### src/rtl/text_mode_pkg.sv
// Shared text-mode definitions: screen geometry, ASCII control codes and the
// writer state encoding. The VGA scan-out side imports the same constants.
package text_mode_pkg;

  localparam int COLUMNS     = 80;
  localparam int ROWS        = 30;
  localparam int CHAR_WIDTH  = 8;
  localparam int CHAR_HEIGHT = 16;
  localparam int ADDR_WIDTH  = 12;

  localparam logic [7:0] ASCII_BS      = 8'h08;
  localparam logic [7:0] ASCII_LF      = 8'h0A;
  localparam logic [7:0] ASCII_FF      = 8'h0C;
  localparam logic [7:0] ASCII_CR      = 8'h0D;
  localparam logic [7:0] PRINTABLE_MIN = 8'h20;
  localparam logic [7:0] PRINTABLE_MAX = 8'h7E;

  localparam logic [6:0] BLANK_CHAR = 7'h20;

  typedef enum logic [1:0] {
    CLEAR_SCREEN,
    IDLE,
    CLEAR_LINE
  } writer_state_t;

  function automatic int unsigned cell_index(input int unsigned row,
                                             input int unsigned col,
                                             input int unsigned cols);
    return row * cols + col;
  endfunction

  function automatic logic is_printable(input logic [7:0] c);
    return (c >= PRINTABLE_MIN) && (c <= PRINTABLE_MAX);
  endfunction

endpackage

### src/rtl/text_cursor.sv
// Cursor position register for the text console: advance with line wrap,
// newline with row wrap (no scroll), carriage return, backspace and home.
module text_cursor #(
  parameter int COLUMNS = text_mode_pkg::COLUMNS,
  parameter int ROWS    = text_mode_pkg::ROWS
) (
  input  logic       clk,
  input  logic       rst,
  input  logic       i_advance,
  input  logic       i_newline,
  input  logic       i_carriage,
  input  logic       i_backspace,
  input  logic       i_home,
  output logic [6:0] o_x,
  output logic [4:0] o_y
);

  logic [6:0] r_x;
  logic [4:0] r_y;
  logic       w_last_col;
  logic [4:0] w_next_row;

  assign w_last_col = (r_x == 7'(COLUMNS - 1));
  assign w_next_row = (r_y == 5'(ROWS - 1)) ? '0 : r_y + 5'd1;

  always_ff @(posedge clk) begin
    if (rst || i_home) begin
      r_x <= '0;
      r_y <= '0;
    end else if (i_newline || (i_advance && w_last_col)) begin
      r_x <= '0;
      r_y <= w_next_row;
    end else if (i_carriage) begin
      r_x <= '0;
    end else if (i_backspace) begin
      if (r_x != '0) r_x <= r_x - 7'd1;
    end else if (i_advance) begin
      r_x <= r_x + 7'd1;
    end
  end

  assign o_x = r_x;
  assign o_y = r_y;

endmodule

### src/rtl/text_console_writer.sv
// Writer side of the text-mode GRAM: turns an ASCII byte stream into 7-bit
// cell writes, handling cursor motion, control codes and row/screen clearing.
module text_console_writer #(
  parameter int         COLUMNS    = text_mode_pkg::COLUMNS,
  parameter int         ROWS       = text_mode_pkg::ROWS,
  parameter int         ADDR_WIDTH = text_mode_pkg::ADDR_WIDTH,
  parameter logic [6:0] BLANK_CHAR = text_mode_pkg::BLANK_CHAR
) (
  input  logic                  clk,
  input  logic                  rst,
  input  logic                  char_valid,
  input  logic [7:0]            char_data,
  output logic                  char_ready,
  output logic                  gram_write_enable,
  output logic [ADDR_WIDTH-1:0] gram_write_address,
  output logic [6:0]            gram_write_data,
  output logic [6:0]            cursor_x,
  output logic [4:0]            cursor_y,
  output logic                  busy
);

  import text_mode_pkg::*;

  localparam int CELLS = COLUMNS * ROWS;

  writer_state_t         r_state, w_state_nxt;
  logic [ADDR_WIDTH-1:0] r_clr_cnt, w_clr_cnt_nxt;
  logic                  r_we, w_we_nxt;
  logic [ADDR_WIDTH-1:0] r_addr, w_addr_nxt;
  logic [6:0]            r_data, w_data_nxt;

  logic                  w_accept;
  logic                  w_advance, w_newline, w_carriage, w_backspace, w_home;
  logic [6:0]            w_x;
  logic [4:0]            w_y;
  logic                  w_last_col;
  logic [ADDR_WIDTH-1:0] w_cursor_addr, w_bs_addr, w_line_addr;

  text_cursor #(
    .COLUMNS (COLUMNS),
    .ROWS    (ROWS)
  ) u_cursor (
    .clk         (clk),
    .rst         (rst),
    .i_advance   (w_advance),
    .i_newline   (w_newline),
    .i_carriage  (w_carriage),
    .i_backspace (w_backspace),
    .i_home      (w_home),
    .o_x         (w_x),
    .o_y         (w_y)
  );

  assign w_accept   = char_valid && (r_state == IDLE);
  assign w_last_col = (w_x == 7'(COLUMNS - 1));

  // The cursor is frozen during CLEAR_LINE, so its row is the row being cleared.
  assign w_cursor_addr = ADDR_WIDTH'(cell_index(32'(w_y), 32'(w_x), COLUMNS));
  assign w_bs_addr     = ADDR_WIDTH'(cell_index(32'(w_y), 32'(w_x) - 32'd1, COLUMNS));
  assign w_line_addr   = ADDR_WIDTH'(cell_index(32'(w_y), 32'(r_clr_cnt), COLUMNS));

  always_comb begin
    w_state_nxt   = r_state;
    w_clr_cnt_nxt = r_clr_cnt;
    w_we_nxt      = 1'b0;
    w_addr_nxt    = r_addr;
    w_data_nxt    = r_data;
    w_advance     = 1'b0;
    w_newline     = 1'b0;
    w_carriage    = 1'b0;
    w_backspace   = 1'b0;
    w_home        = 1'b0;

    case (r_state)
      CLEAR_SCREEN: begin
        w_we_nxt   = 1'b1;
        w_addr_nxt = r_clr_cnt;
        w_data_nxt = BLANK_CHAR;
        if (r_clr_cnt == ADDR_WIDTH'(CELLS - 1)) begin
          w_state_nxt   = IDLE;
          w_clr_cnt_nxt = '0;
        end else begin
          w_clr_cnt_nxt = r_clr_cnt + 1'b1;
        end
      end

      CLEAR_LINE: begin
        w_we_nxt   = 1'b1;
        w_addr_nxt = w_line_addr;
        w_data_nxt = BLANK_CHAR;
        if (r_clr_cnt == ADDR_WIDTH'(COLUMNS - 1)) begin
          w_state_nxt   = IDLE;
          w_clr_cnt_nxt = '0;
        end else begin
          w_clr_cnt_nxt = r_clr_cnt + 1'b1;
        end
      end

      IDLE: begin
        if (w_accept) begin
          if (is_printable(char_data)) begin
            w_we_nxt   = 1'b1;
            w_addr_nxt = w_cursor_addr;
            w_data_nxt = char_data[6:0];
            // Last column: the character lands first, then the next row is blanked.
            if (w_last_col) begin
              w_newline     = 1'b1;
              w_state_nxt   = CLEAR_LINE;
              w_clr_cnt_nxt = '0;
            end else begin
              w_advance = 1'b1;
            end
          end else begin
            case (char_data)
              ASCII_LF: begin
                w_newline     = 1'b1;
                w_state_nxt   = CLEAR_LINE;
                w_clr_cnt_nxt = '0;
              end
              ASCII_CR: w_carriage = 1'b1;
              ASCII_BS: begin
                if (w_x != '0) begin
                  w_backspace = 1'b1;
                  w_we_nxt    = 1'b1;
                  w_addr_nxt  = w_bs_addr;
                  w_data_nxt  = BLANK_CHAR;
                end
              end
              ASCII_FF: begin
                w_home        = 1'b1;
                w_state_nxt   = CLEAR_SCREEN;
                w_clr_cnt_nxt = '0;
              end
              default: ;
            endcase
          end
        end
      end

      default: begin
        w_state_nxt   = CLEAR_SCREEN;
        w_clr_cnt_nxt = '0;
      end
    endcase
  end

  always_ff @(posedge clk) begin
    if (rst) begin
      r_state   <= CLEAR_SCREEN;
      r_clr_cnt <= '0;
      r_we      <= 1'b0;
      r_addr    <= '0;
      r_data    <= BLANK_CHAR;
    end else begin
      r_state   <= w_state_nxt;
      r_clr_cnt <= w_clr_cnt_nxt;
      r_we      <= w_we_nxt;
      r_addr    <= w_addr_nxt;
      r_data    <= w_data_nxt;
    end
  end

  assign char_ready         = (r_state == IDLE);
  assign busy               = !char_ready;
  assign gram_write_enable  = r_we;
  assign gram_write_address = r_addr;
  assign gram_write_data    = r_data;
  assign cursor_x           = w_x;
  assign cursor_y           = w_y;

endmodule

### config.mk
export PLATFORM = sky130hd
export DESIGN_NAME = text_console_writer
export DESIGN_NICKNAME = d
export VERILOG_FILES = /design/src/rtl/text_mode_pkg.sv /design/src/rtl/text_cursor.sv /design/src/rtl/text_console_writer.sv
export SDC_FILE = /design/constraint.sdc
export NUM_CORES = 1
export LEC_CHECK = 0
export CORE_MARGIN = 10
export CORE_UTILIZATION = 60
export DETAILED_ROUTE_END_ITERATION = 6
export GPL_TIMING_DRIVEN = 1
export PLACE_DENSITY_LB_ADDON = 0.12
export SETUP_SLACK_MARGIN = 0.15
export SLEW_MARGIN = 15
export SYNTH_ARGS = -nofsm -noshare
export SYNTH_HDL_FRONTEND = slang
export SYNTH_SLANG_ARGS = --single-unit
### constraint.sdc
create_clock -name clk -period 10.2 [get_ports clk]
set_input_delay 2.55 -clock clk [delete_from_list [all_inputs] [get_ports clk]]
set_output_delay 2.55 -clock clk [all_outputs]
set_load 0.05 [all_outputs]
After elaboration in Yosys (flattened, before gate mapping)
Cells that the tools add are included.
{ "totals": {"ff_bits": 46, "output_inout_bits": 34} }
{ "classes": {"add_sub_neg": 8, "mux": 53, "n_mul": 1, "n_eq_ne": 19, "magnitude_cmp": 2, "reduce_logical": 19} }
{ "op_table": {"columns": ["op", "count"], "rows": [
  ["2-to-1 mux 12 bit", 10],
  ["one-hot mux 12 bit (3 select lines)", 2],
  ["2-to-1 mux 7 bit", 7],
  ["equality test 8 x 4 -> 1 bit (second input constant)", 4],
  ["2-to-1 mux 1 bit", 24],
  ["one-hot mux 7 bit (2 select lines)", 1],
  ["adder 12 x 1 -> 12 bit (second input constant)", 1],
  ["adder 12 bit", 1],
  ["adder 12 x 7 -> 12 bit", 1],
  ["adder 12 x 8 -> 12 bit", 1],
  ["equality test 12 bit (second input constant)", 1],
  ["equality test 12 x 7 -> 1 bit (second input constant)", 1],
  ["2-to-1 mux 2 bit", 5],
  [">= comparator 8 x 6 -> 1 bit (second input constant)", 1],
  ["<= comparator 8 x 7 -> 1 bit (second input constant)", 1],
  ["multiplier 5 x 3 -> 8 bit (second input constant)", 1],
  ["AND reduction 4 bit", 2],
  ["subtractor 7 x 1 -> 8 bit (second input constant)", 1],
  ["adder 7 x 1 -> 7 bit (second input constant)", 1],
  ["equality test 7 bit (second input constant)", 1],
  ["nonzero test 7 bit", 1],
  ["subtractor 7 x 1 -> 7 bit (second input constant)", 1],
  ["!= test 2 bit (second input constant)", 3],
  ["!= test 3 x 1 -> 1 bit (second input constant)", 2],
  ["22 further kinds", 28]
]} }

Longest topological paths before layout
Gate-level depths: netlist of the first run.
{ "depth": {"depth_word": 8, "ltp_mapped": 13} }

Cells and area by module
A second synthesis of the first run with hierarchy kept.
{ "unflattened": {"hier_cells": 459, "hier_area_um2": 3865.0} }
{ "by_module_without_submodules": {"columns": ["mod", "area_per_inst_um2", "n_inst", "cells_each"], "rows": [
  ["text_console_writer", 3047.9, 1, 373],
  ["text_cursor", 817.0, 1, 86]
]} }

Worst setup path after synthesis of the first run
No wires, ideal clock.
{ "synth_path": {"kind": "input to register", "start": "input port char_data[6]", "end": "register u_cursor.r_x[6] (netlist: u_cursor.o_x[6])", "n_path_buf": 0, "cell_stages": 11, "t_required_ns": 10.079, "arrival_ns": 5.098, "setup_time_ns": 0.121, "setup_slack_ns": 4.981, "path_cell_list": "or4_4 nor4_2 nand4_1 inv_1 ha_1 nor2b_1 o31a_1 o21ai_0 a21oi_1 nor3b_1 mux2_2"} }
{ "synth_between": {"elab_chain_len": 8, "elab_cells_between_ends": 34, "classes_between": "order compare (2); eq/ne (5); mux (20); reduce/logical (7)"} }
{ "synth_rtl": {"columns": ["element", "line_no", "text"], "rows": [
  ["start: declaration", "text_console_writer.sv:12", "input logic [7:0] char_data,"],
  [">= comparator 8 x 6 -> 1 bit / <= comparator 8 x 7 -> 1 bit (equally long branches)", "text_mode_pkg.sv:33", "return (c >= PRINTABLE_MIN) && (c <= PRINTABLE_MAX);"],
  ["logical AND 1 bit", "text_mode_pkg.sv:33", null],
  ["2-to-1 mux 1 bit", "text_console_writer.sv:101", "if (is_printable(char_data)) begin"],
  ["2-to-1 mux 1 bit", "text_console_writer.sv:100", "if (w_accept) begin"],
  ["2-to-1 mux 1 bit", "text_console_writer.sv:74", "case (r_state)"],
  ["logical AND 1 bit", "text_cursor.sv:30", "end else if (i_newline || (i_advance && w_last_col)) begin"],
  ["logical OR 1 bit", "text_cursor.sv:30", null],
  ["OR reduction 3 bit (no source line)", null, null],
  ["end signal: assignment", "text_cursor.sv:36", "if (r_x != '0) r_x <= r_x - 7'd1;"],
  ["end signal: assignment", "text_cursor.sv:38", "r_x <= r_x + 7'd1;"],
  ["end: declaration", "text_cursor.sv:18", "logic [6:0] r_x;"]
]} }
Parallel ways exist; a longest one is shown, timed or not.
A chain may end at the register's enable or synchronous reset.

Final worst setup path of the first run
{ "layout_path": {"start": "input port char_data[0]", "end": "register u_cursor.r_x[6] (netlist: u_cursor.o_x[6])"} }
Same word-level chain as after synthesis.

==> results.md, run 1 <==
- Antenna Nets Post-Route: 0
- Startpoint Class: input pin
- Yosys warning total: 0
- Final Skew: between 0.009 and 0.01 ns
- Final setup vio count: 0
- Final WL: 10300 um
- Post-synthesis cell count: 447
- Final hold vios: 0
- CP cell instances: clkdlybuf4s50_1 -> nand4_1 -> o21ai_2 -> nand4_1 -> inv_1 -> ha_1 -> nor2b_1 -> o31a_1 -> o21ai_0 -> a21oi_1 -> nor3b_1 -> mux2_2
- Io pins: 45
- Crit path max-delay family: compound AO/OA/AOI/OAI gates
- Static Leak: 1.79 nW
- Total core area: ~6300 um^2
- H-tree depth: 2
- Status: finished, final reports clean
- GR Layer Usage met2: 33.8%
- Gr usage total: 20.3%
- Port-buffer cells: 44
- WHS: 0.483 ns
- Antenna violations before repair: 0
- Final nets: 541
- R2r setup slk: 6.40 ns
- GRT overflow: 0
- Worst hold path type: reg2reg
- CP max stage delay: 0.72 ns
- RD Place Congestion: 0.918
- Initial core utilization: 61.4%
- Dpl cell area: 4340 um^2
- GR peak layer: met2
- Largest net degree at the start of global routing: 24
- Worst path slowest cell: o21ai_2
- Rel. slew slack: 37.6%
- Distinct cell type count of the synthesized netlist: 68
- Initial DRC Count: 211
- Post-synthesis async set-or-reset flop share: 0%
- Syn Nets: 502
- Post-CTS setup buffers: 0
- Commonest non-fill, non-tap cell in the layout: dfxtp_1
- DR WL/cell: 18.2 um
- Synth Area per Inst: 8.62 um^2
- Met3 Track Usage GR: 4.12%
- Clk_lat worst skew: 0.30 ns
- Most frequent cells in the layout: dfxtp_1 (46), clkdlybuf4s50_1 (44), ha_1 (39), nor2_1 (30), a21oi_1 (29)
- #FFs+latches synth: 46
- FP Rows: 29
- Synth-to-layout area growth: 15.0%
- Critical Path RT: 10.40 ns
- VDD IR-drop max: 0.0611 mV
- Die Span Y: approximately 100 um
- Pre-Repair DR Iteration Count: 5
- CP arrival: between 6 and 7 ns
- Final TNS setup: 0 ns
- Worst slew pin tran: a little over 0.9 ns
- Final max-slew violation count: 0
- CP Capture Type: flip-flop
- Power per cell area: roughly 75 nW/um^2
- Cts hold-fix bufs: 0
- Critical path class: in2reg
- TritonCTS clock tree: built
- DP HPWL: ~8000 um
- Worst-case clock buffer depth: 2
- EDFF count, synth: 0
- Maxcap violations: 0
- Global-route wire length before repair: 17200 um
- Num Clock Sinks: 46
- GR met1 Demand/Resource: 26.0%
- Drc violations: 0
- Number of buffer and inverter stages on the critical path: 2
- Routed vias: 3625
- Crit path max fanout: 16
- Vias in the first global route: between 3000 and 4000
- Crit path top cell by count: nand4_1
- Layout cells sized above 1: 9.45%
- TritonCTS Buffers: 5
- Chip width: 100 um
- Final Instance Area: 4430 um^2
- Final worst path period share: about three fifths
- Netlist Area Pre-Place: ~3900 um^2
- RSZ-0062 raised after global routing: false
- Post_cts resized: 0
- Post-synthesis sequential area ratio: 23.9%
- F_max: 0.165 GHz
- CTS clock-pin slew for the worst setup and hold paths: 0.09 ns
- Die area: 10000 um^2
- Post-route minimum period: ~6.0 ns
- Via/cell ratio: 6.43
- Clk root buf: clkbuf_8
- Ys flop type: dfxtp_1
- N_diodes: 0
[cell families after synthesis]
| family | count (synthesis) | synth area share [%] |
|---|---|---|
| simple gates | 148 | 21.9 |
| flops | 46 | 23.9 |
| compound gates | 134 | 24.7 |
| buf+inv | 30 | 3.25 |
| fa+ha+maj | 44 | 15.3 |
| mux | 11 | 2.92 |
| xor+xnor | 34 | 8.08 |
[final cells by class]
| class | count | area (um^2) |
|---|---|---|
| clock inverter | 1 | 8.76 |
| sequential | 46 | 921 |
| tap | 77 | 96.3 |
| fill | 510 | 1840 |
| multi-input combinational | 371 | 2810 |
| clock buffer | 7 | 86.3 |
| timing repair buffer | 45 | 448 |
| inverter | 17 | 63.8 |
[state kept, by name, summed over array words and instances, names as in the netlist]
name / flops
gram_write_enable: 1
u_cursor.o_y: 5
r_clr_cnt: 12
gram_write_address: 12
gram_write_data: 7
r_state: 2
u_cursor.o_x: 7
[worst paths after layout]
path | start | to | cells after the start
worst max-delay path | char_data[0] | u_cursor.o_x[6] | 12
worst max register to register | r_state[1] | u_cursor.o_x[6] | 13
worst min register to register | gram_write_data[3] | gram_write_data[3] | 2
worst min-delay path | gram_write_data[3] | gram_write_data[3] | 2
[cells in the mapped netlist, drive strengths merged, types with 4 or more instances]
cell type   n  share of area [%]
dfxtp      46                 24
nor2       40                4.5
a32oi       4               0.91
nor4        7                1.8
mux2i       9                2.3
or4         6                1.5
a21oi      29                3.8
a31oi       5               0.81
a211oi     13                2.5
o21ai      24                3.6
or3         6               0.97
inv        15                1.5
xor2       13                3.0
ha         39                 13
nand4      11                1.8
nand2      30                3.3
a21o       15                3.0
o21a        5               0.97
nand3      14                1.8
nor3       11                1.7
fa          5                2.6
o211ai      9                1.9
and3        6               0.97
xnor2      20                4.5
clkbuf     10                1.2
[report_power, final]
group | switching (W) | leakage [nW] | internal (W)
Combinational | 0.0000171 | 1.37 | 0.0000101
Clock | 0.0000656 | 0.0489 | 0.0000561
Sequential | 0.00000145 | 0.372 | 0.000181
[per-stage QoR]
stage          cells  total power, W  setup WS (ns)  util (%)
2_1_floorplan    447        0.000203           4.98         -
3_5_place_dp     556        0.000214           3.86      69.1
6_report         564        0.000332           4.15      70.6
3_3_place_gp     556        0.000213           4.00      69.1
5_1_grt          564        0.000343           3.87      70.6
4_1_cts          564        0.000336           4.18      70.6
[metal layers]
metal | part of all wire (%) | vias to the layer above
li1 | - | 1770
met1 | 44 | 1713
met2 | 48 | 117
met3 | 6.1 | 25
met4 | 1.5 | 0
met5 | 0 | -
[tightest hold or removal path, delay by kind of cell (launching register included)]
kind	cells	cell delay (ns)
DFF	1	0.32
AOI/OAI and AO/OA	2	0.12
(Power assumes the default switching activity.)
==> run 2: changes to the inputs <==
CORE_UTILIZATION = 52   (was 60)
clock period = 5 ns   (was 10.2 ns; I/O delays follow)
==> run 2 against run 1 <==
Register-to-register slack lost 5.0 ns. Die area grew 12%. Cell count grew 4.6%. Critical path depth is the same. Core utilization shrank 8.5 points. First-iteration DRC count shrank 3.8%. Clock skew is essentially flat. Design area grew 1.1%. Worst setup slack lost 3.6 ns.
==> results.md, run 2 (same netlist as run 1, synthesis figures left out) <==
- Status: finished, final reports clean
- Clock power share: 35.3% (-1.4 points)
- Sequential power share: 56.2% (+1.1 points)
- Final Skew: 0.00936 ns (+0.0000225 ns)
- WHS: 0.462 ns (-0.0214 ns)
- Antenna violations before repair: 0 (unchanged)
- Sw Share: 26.3% (+0.90 points)
- CP arrival: 4.62 ns (-1.63 ns)
- Rel. slew slack: 47.4% (+9.8 points)
- VDD IR-drop max: 0.0936 mV (+53%)
- RSZ-0062 raised after global routing: false
- Layout cells sized above 1: 10.2% (+0.74 points)
- Largest net degree at the start of global routing: 24 (unchanged)
- Global-route wire length before repair: 17700 um (+3.1%)
- FP Rows: 31 (+6.9%)
- Final WL: 10500 um (+1.8%)
- Clk root buf: clkbuf_8
- Commonest non-fill, non-tap cell in the layout: dfxtp_1
- GRT overflow: 0 (unchanged)
- H-tree depth: 2 (unchanged)
- Initial DRC Count: 203 (-3.8%)
- Worst slew pin tran: 0.789 ns (-0.144 ns)
- Port-buffer cells: 44 (unchanged)
- Die Span Y: 106 um (+5.9%)
- Switch Pwr: 0.000175 W (+110%)
- Via/cell ratio: 6.09 (-5.3%)
- Num Clock Sinks: 46 (unchanged)
- Maxcap violations: 0 (unchanged)
- DP HPWL: 8010 um (+2.4%)
- Crit path max fanout: 5 (-11)
- Synth-to-layout area growth: 16.3%
- Chip width: 106 um (+5.9%)
- Final Instance Area: 4480 um^2 (+1.1%)
- Final hold vios: 0 (unchanged)
- N_diodes: 0 (unchanged)
- Final setup vio count: 0 (unchanged)
- Startpoint Class: input pin
- Final worst path period share: 88.2%
- Drc violations: 0 (unchanged)
- Gr usage total: 18.5% (-1.7 points)
- Worst-case clock buffer depth: 2 (unchanged)
- Worst hold path type: reg2reg
- Dpl cell area: 4400 um^2 (+1.3%)
- Post_cts resized: 0 (unchanged)
- Power per cell area: 148 nW/um^2 (+98%)
- Max layer used: met4
- Most frequent cells in the layout: dfxtp_1 (46), clkdlybuf4s50_1 (44), ha_1 (39), nor2_1 (30), a21oi_1 (29)
- Final TNS setup: 0 ns (unchanged)
- Worst R2R End: gram_write_address[11]
- CTS clock-pin slew for the worst setup and hold paths: 0.10 ns (about the same)
- Die area: 11300 um^2 (+12%)
- Pre-Repair DR Iteration Count: 4 (-1)
- Final nets: 545 (+0.74%)
- RD Place Congestion: 0.898 (-2.1%)
- Static Leak: 1.80 nW (+0.86%)
- CP Capture Type: flip-flop
- Gate power share: 8.5% (+0.3 points)
- Io pins: 45 (unchanged)
- Routed wl met3: 677 um (+8.0%)
- Critical Path RT: 5.21 ns (-5.19 ns)
- TritonCTS Buffers: 5 (unchanged)
- Total core area: 7210 um^2 (+15%)
- DR WL/cell: 17.7 um (-2.7%)
- Critical path class: in2reg
- Post-CTS setup buffers: 0 (unchanged)
- Path depth of the worst reg2reg path: 11 (-2)
- F_max: 0.227 GHz
- Routed vias: 3593 (-0.88%)
- TritonCTS clock tree: built
- P_int: 0.000491 W (+98%)
- Initial core utilization: 53.4% (-8.0 points)
- R2r setup slk: 1.42 ns (-4.98 ns)
- WL met1: 4740 um (+4.5%)
- RR Startpoint: u_cursor.o_y[1]
- End of the critical path: u_cursor.o_x[6]
- DR WL met2: 4840 um (-2.6%)
- Vias in the first global route: 3516 (-0.73%)
- Antenna Nets Post-Route: 0 (unchanged)
- Cts hold-fix bufs: 0 (unchanged)
- Clk_lat worst skew: 0.31 ns (about the same)
- Final max-slew violation count: 0 (unchanged)
- Post-route minimum period: 4.41 ns
- Critical Path Start: char_data[6]
run 2: how the worst min path moves through the flow:
| stage | startpoint | end | slack [ns] | depth (start not counted) |
|---|---|---|---|---|
| floorplan | r_clr_cnt[2] | r_clr_cnt[2] | 0.50 | 2 |
| global placement | gram_write_address[5] | gram_write_address[5] | 0.44 | 2 |
| detailed placement | gram_write_address[5] | gram_write_address[5] | 0.45 | 2 |
| CTS | gram_write_address[5] | gram_write_address[5] | 0.47 | 2 |
| global route | gram_write_address[5] | gram_write_address[5] | 0.49 | 2 |
| finish | gram_write_address[5] | gram_write_address[5] | 0.46 | 2 |
run 2: critical path, stage by stage:
cell             delay [ns]
clkdlybuf4s50_1        0.46
or4_4                  0.59
nor4_2                 0.22
nand4_1                0.27
inv_1                  0.23
ha_1                   0.30
nor2b_1                0.16
o31a_1                 0.25
o21ai_0                0.23
a21oi_1                0.11
nor3b_1                0.20
mux2_2                 0.35
run 2: power by group through the flow:
stage               sequential [W]  combinational, W  clock, W
floorplan                 0.000387         0.0000272         0
detailed placement        0.000383         0.0000560         0
global placement          0.000382         0.0000551         0
finish                    0.000374         0.0000564  0.000235
global route              0.000374         0.0000614  0.000252
CTS                       0.000374         0.0000565  0.000239
run 2: area by class of cell:
cell class / instances / area, um^2
repair buffers: 49 / 478
fillers: 673 / 2730
clock buffers: 6 / 72.6
clock inverters: 2 / 13.8
well taps: 99 / 124
flip-flops and latches: 46 / 921
multi-input cells: 371 / 2810
inverters: 17 / 63.8
run 2: metrics by stage:
step	setup slack (ns)	power (W)	std cells	util, %
floorplan	0.882	0.000414	447	-
global placement	0.400	0.000437	582	60.9
detailed placement	0.275	0.000439	582	60.9
CTS	0.589	0.000669	590	62.1
global route	0.279	0.000688	590	62.1
finish	0.588	0.000665	590	62.1
run 2: layer usage:
| layer | global-route usage (%) | vias to the layer above |
|---|---|---|
| met5 | 0 | - |
| met4 | 5.61 | 0 |
| met3 | 4.35 | 16 |
| met2 | 30.6 | 91 |
| met1 | 23.4 | 1714 |
| li1 | - | 1772 |
